[src/rtl/intc_pkg.sv]
// rtl/intc_pkg.sv - shared state encoding, widths and priority helper for interrupt_controller
package intc_pkg;

    localparam int VEC_W   = 14;
    localparam int MAX_SRC = 16;

    typedef enum logic [1:0] {
        ST_IDLE    = 2'b00,
        ST_REQ     = 2'b01,
        ST_SERVICE = 2'b10
    } intc_state_e;

    typedef struct packed {
        logic       valid;
        logic [3:0] idx;
    } prio_t;

    // Lowest set index wins; callers zero-extend narrower vectors to MAX_SRC.
    function automatic prio_t prio_first(input logic [MAX_SRC-1:0] vec);
        prio_t r;
        r.valid = 1'b0;
        r.idx   = '0;
        for (int i = MAX_SRC - 1; i >= 0; i--) begin
            if (vec[i]) begin
                r.valid = 1'b1;
                r.idx   = 4'(i);
            end
        end
        return r;
    endfunction

endpackage

[src/rtl/irq_sync_edge.sv]
// rtl/irq_sync_edge.sv - per-bit two-flop synchroniser with rising-edge detector
module irq_sync_edge #(
    parameter int W = 8
) (
    input  logic         clock,
    input  logic         reset_n,
    input  logic [W-1:0] async_i,
    output logic [W-1:0] edge_o
);

    logic [W-1:0] meta_q;
    logic [W-1:0] sync_q;
    logic [W-1:0] hist_q;

    always_ff @(posedge clock or negedge reset_n) begin
        if (!reset_n) begin
            meta_q <= '0;
            sync_q <= '0;
            hist_q <= '0;
        end else begin
            meta_q <= async_i;
            sync_q <= meta_q;
            hist_q <= sync_q;
        end
    end

    assign edge_o = sync_q & ~hist_q;

endmodule

[src/rtl/interrupt_controller.sv]
// rtl/interrupt_controller.sv - prioritised interrupt controller feeding the hazard control unit
// Optional nested preemption is enabled by defining INTC_NESTING_EN.
module interrupt_controller
    import intc_pkg::*;
#(
    parameter int               NUM_SRC    = 8,
    parameter logic [VEC_W-1:0] VEC_BASE   = 14'h0010,
    parameter int               VEC_STRIDE = 4
) (
    input  logic               clock,
    input  logic               reset_n,
    input  logic [NUM_SRC-1:0] irq_in,
    input  logic               mask_we,
    input  logic [NUM_SRC-1:0] mask_wdata,
    input  logic               int_ack,
    input  logic               int_return,
    output logic               interrupt,
    output logic [VEC_W-1:0]   interrupt_vector_address,
    output logic [NUM_SRC-1:0] pending,
    output logic [NUM_SRC-1:0] in_service,
    output logic               busy
);

    intc_state_e        state_q, state_d;
    logic               int_q, int_d;
    logic [VEC_W-1:0]   vec_q, vec_d, vec_calc;
    logic [3:0]         id_q, id_d;
    logic [NUM_SRC-1:0] mask_q;
    logic [NUM_SRC-1:0] pending_q, pending_d;
    logic [NUM_SRC-1:0] isv_q, isv_d;
    logic [NUM_SRC-1:0] pend_clr, isv_set, isv_clr;
    logic [NUM_SRC-1:0] edge_w, block, cand, id_onehot, hp_onehot;
    prio_t              win, hp;

    irq_sync_edge #(.W(NUM_SRC)) u_sync (
        .clock   (clock),
        .reset_n (reset_n),
        .async_i (irq_in),
        .edge_o  (edge_w)
    );

    assign hp        = prio_first(MAX_SRC'(isv_q));
    assign hp_onehot = NUM_SRC'(1) << hp.idx;
    assign id_onehot = NUM_SRC'(1) << id_q;

`ifdef INTC_NESTING_EN
    // Only sources strictly above the highest-priority active handler may preempt.
    logic [MAX_SRC-1:0] ge_mask;
    assign ge_mask = ~((MAX_SRC'(1) << hp.idx) - MAX_SRC'(1));
    assign block   = hp.valid ? ge_mask[NUM_SRC-1:0] : '0;
`else
    assign block   = {NUM_SRC{hp.valid}};
`endif

    assign cand     = pending_q & mask_q & ~block;
    assign win      = prio_first(MAX_SRC'(cand));
    assign vec_calc = VEC_BASE + VEC_W'(win.idx) * VEC_W'(VEC_STRIDE);

    always_comb begin
        state_d  = state_q;
        int_d    = int_q;
        vec_d    = vec_q;
        id_d     = id_q;
        pend_clr = '0;
        isv_set  = '0;
        isv_clr  = '0;
        case (state_q)
            ST_IDLE: begin
                if (win.valid) begin
                    id_d    = win.idx;
                    int_d   = 1'b1;
                    vec_d   = vec_calc;
                    state_d = ST_REQ;
                end
            end
            ST_REQ: begin
                if (int_ack) begin
                    pend_clr = id_onehot;
                    isv_set  = id_onehot;
                    int_d    = 1'b0;
                    vec_d    = '0;
                    state_d  = ST_SERVICE;
                end
            end
            ST_SERVICE: begin
`ifdef INTC_NESTING_EN
                if (int_return) begin
                    isv_clr = hp_onehot;
                    if ((isv_q & ~hp_onehot) == '0) begin
                        state_d = ST_IDLE;
                    end
                end else if (win.valid) begin
                    id_d    = win.idx;
                    int_d   = 1'b1;
                    vec_d   = vec_calc;
                    state_d = ST_REQ;
                end
`else
                if (int_return) begin
                    isv_clr = hp_onehot;
                    state_d = ST_IDLE;
                end
`endif
            end
            default: begin
                state_d = ST_IDLE;
            end
        endcase
    end

    // A fresh edge in the ack cycle must survive the clear.
    assign pending_d = (pending_q & ~pend_clr) | edge_w;
    assign isv_d     = (isv_q | isv_set) & ~isv_clr;

    always_ff @(posedge clock or negedge reset_n) begin
        if (!reset_n) begin
            state_q   <= ST_IDLE;
            int_q     <= 1'b0;
            vec_q     <= '0;
            id_q      <= '0;
            mask_q    <= '0;
            pending_q <= '0;
            isv_q     <= '0;
        end else begin
            state_q   <= state_d;
            int_q     <= int_d;
            vec_q     <= vec_d;
            id_q      <= id_d;
            pending_q <= pending_d;
            isv_q     <= isv_d;
            if (mask_we) begin
                mask_q <= mask_wdata;
            end
        end
    end

    assign interrupt                = int_q;
    assign interrupt_vector_address = vec_q;
    assign pending                  = pending_q;
    assign in_service               = isv_q;
    assign busy                     = (state_q != ST_IDLE);

endmodule

[config.mk]
export PLATFORM = sky130hd
export DESIGN_NAME = interrupt_controller
export DESIGN_NICKNAME = d
export VERILOG_FILES = /design/src/rtl/intc_pkg.sv /design/src/rtl/irq_sync_edge.sv /design/src/rtl/interrupt_controller.sv
export SDC_FILE = /design/constraint.sdc
export NUM_CORES = 1
export LEC_CHECK = 0
export CORE_UTILIZATION = 35
export CTS_CLUSTER_SIZE = 14
export DETAILED_ROUTE_END_ITERATION = 12
export GPL_TIMING_DRIVEN = 0
export MAX_ROUTING_LAYER = met4
export SYNTH_ARGS = -nofsm -noshare
export SYNTH_HDL_FRONTEND = slang
export SYNTH_SLANG_ARGS = --single-unit
[constraint.sdc]
create_clock -name clock -period 2.2 [get_ports clock]
set_clock_uncertainty 0.1 [all_clocks]
set_input_delay 0.44 -clock clock [delete_from_list [all_inputs] [get_ports clock]]
set_output_delay 0.44 -clock clock [all_outputs]
set_load 0.05 [all_outputs]
==> metrics <==
status=complete, no violations; fin crit period=about 2.1 ns; commonest non-fill, non-tap cells in the layout=dfrtp_1, clkdlybuf4s50_1, inv_1, o21ai_0; pwr/cell area=~1300 mW/mm²; unrepaired setup endpoints after global routing=no; share of the yosys chip area belonging to registers=63.7%; max cap viols=0; CP arrival=1.59 ns; Setup Fix Bufs, Post-CTS=0; Antenna Nets Post-Route=0; Initial Util=36.1%; headroom to the max-slew limit=approximately three fifths; top cell type's share of synthesized area=around 64%; worst vdd ir=~0.54 mV; Power Total=3.92 mW; Mean Syn Cell Area=around 13 µm²; clock sinks=a little under 60; Syn-to-layout area delta=35.3%; worst hold margin=0.248 ns; Worst Setup End Kind=output port; Synth Cell Area=between 0.002 and 0.0025 mm²; Die X=about 83 µm; Top delay family on crit path=buffers and inverters; Critical Path Fanout Max=4; share of cells above drive strength 1=between 10% and 20%; die area=0.00683 mm²; Slew Viols, Final=0; nets@finish=about 270; Reg clk slew, reported paths=about 0.06 ns; core area=0.00631 mm²; Min-Delay Endpoint=u_sync.sync_q[2]; IO Count=53; dpl ws=around 0.075 ns; most common cell after layout, fill and taps aside=dfrtp_1; First-pass DRT Iterations=4; root buffer cell=clkbuf_8; Post-DP Area=0.00283 mm²; Netlist cell types=between 40 and 50; CTS tree=done; worst setup margin=around 0.066 ns; final setup violating endpoints=0; vias in the first global route=~1500; first-pass GRT wire length=between 7 and 8 mm; final non-filler cell total=around 330; max incr delay on CP=0.84 ns; grt total ovfl=0; CTS max path bufs=2; Yosys reg bits=58; kind of critical path=register to output port; synth top area cells=dfrtp_1, mux2_2, buf_4; H-tree depth=3; worst hold stages=0; r2r setup slk=around 0.32 ns; worst path bufs/invs=1; cells after synthesis=around 180; Placed Cells=just over 300; Hold/Removal Path Class=register to register; via/cell ratio=4.84; Antenna diodes=0; most used flip-flop cell after synthesis=dfrtp_1; Clk Latency, worst-skew pair=about 0.33 ns; f_max=~0.47 GHz; WP data required=1.66 ns; CP max-delay cell=clkdlybuf4s50_1; EDFF count, synth=0; ys async rst share=between 90% and 100%; Synth area leader=dfrtp_1; initial antenna violation count=0; Final Core Density=48.8%; post-route cell area=a little over 0.003 mm²; initial DRC count=36; Routed WL per cell=13.7 µm; number of buffers created by CTS=9; RePlAce Congestion=between 0.8 and 0.9; YS warnings=0; CP Launch Type=register; FP Rows=29; Worst Tran Pin Value=0.612 ns; leakage=around 1.5 nW; Hold Vio Cnt, Final=0; DP HPWL=between 3 and 4 mm; pin count of the biggest net entering global routing=43; hold_sp=u_sync.meta_q[2]; Die Y=between 80 and 90 µm; gr usage total=between 10% and 20%; worst reg2reg endpoint=interrupt_vector_address[3]; Vias=about 1600; DRC errors left=0; worst r2r src=state_q[1]; Port Buffers=41; period utilization=approximately 97%; R2R depth=4; crit path cell chain=clkdlybuf4s50_1; final setup TNS=0 ns; WL final=between 4 and 5 mm
## cells in the mapped netlist, drive strengths merged (2+ instances only)
cell	count
dfrtp	58
inv	14
o21ai	13
buf	10
nand2	9
mux2	8
nor2	7
a21oi	5
nand2b	5
o32a	5
nor3	4
o22ai	4
a22o	3
nor4	3
a22oi	2
a32o	2
and2	2
clkbuf	2
nand4b	2
o21a	2
o21bai	2
o31ai	2
or2	2
## sequential cells by signal (all words and copies together), names as in the netlist
register	flops
interrupt_vector_address	4
interrupt	1
u_sync.sync_q	8
u_sync.hist_q	8
pending	8
mask_q	8
id_q	3
u_sync.meta_q	8
state_q	2
in_service	8
## layout make-up
cell class	instances	area (µm²)
clock inverters	5	77.6
repair buffers	43	454
clock buffers	11	141
flip-flops and latches	58	1450
inverters	14	52.6
well taps	77	96.3
plain buffers	12	82.6
fillers	572	3230
multi-input cells	107	724
## logic make-up after synthesis
family | Yosys count | share of synthesized area [%]
flip-flops | 58 | 63.7
other | 1 | 0.165
multiplexers | 8 | 3.96
AO/OA/AOI/OAI | 51 | 16.0
AND/OR/NAND/NOR | 38 | 10.2
buffers and inverters | 26 | 5.93
## power by group
group,internal (mW),switching (mW)
Sequential,1.26,0.225
Combinational,0.515,0.867
Clock,0.664,0.393
Total,2.44,1.49
## worst reg2reg max path, delay by kind of cell (launching register included)
family	cells	cell delay, ns
and+or+nand+nor	3	1.13
DFF	1	0.42
AOI/OAI and AO/OA	1	0.17
## layer usage
layer  vias up  global-route usage [%]  part of all wire (%)
met5         -                       -                     0
met4         0                    6.72                   1.5
met3         5                    6.37                   5.4
met2        34                    23.7                    49
met1       774                    18.2                    45
li1        771                       -                     -
## how the worst max path moves through the flow
stage,startpoint,cells after the start,slack [ns],endpoint
finish,pending[1],1,0.07,pending[1]
global route,pending[6],1,0.001,pending[6]
CTS,in_service[4],1,0.003,in_service[4]
detailed placement,int_ack,5,0.07,in_service[2]
global placement,reset_n,1,-1.23,mask_q[7]
floorplan,in_service[2],4,0.31,in_service[7]
## repair_timing
item | CTS | global route
gates resized for setup | 1 | 8
hold endpoints to repair | 16 | 0
gates cloned | 0 | 0
hold buffers | 1 | 0
setup endpoints to repair | 1 | 8
(Power assumes the default switching activity.)
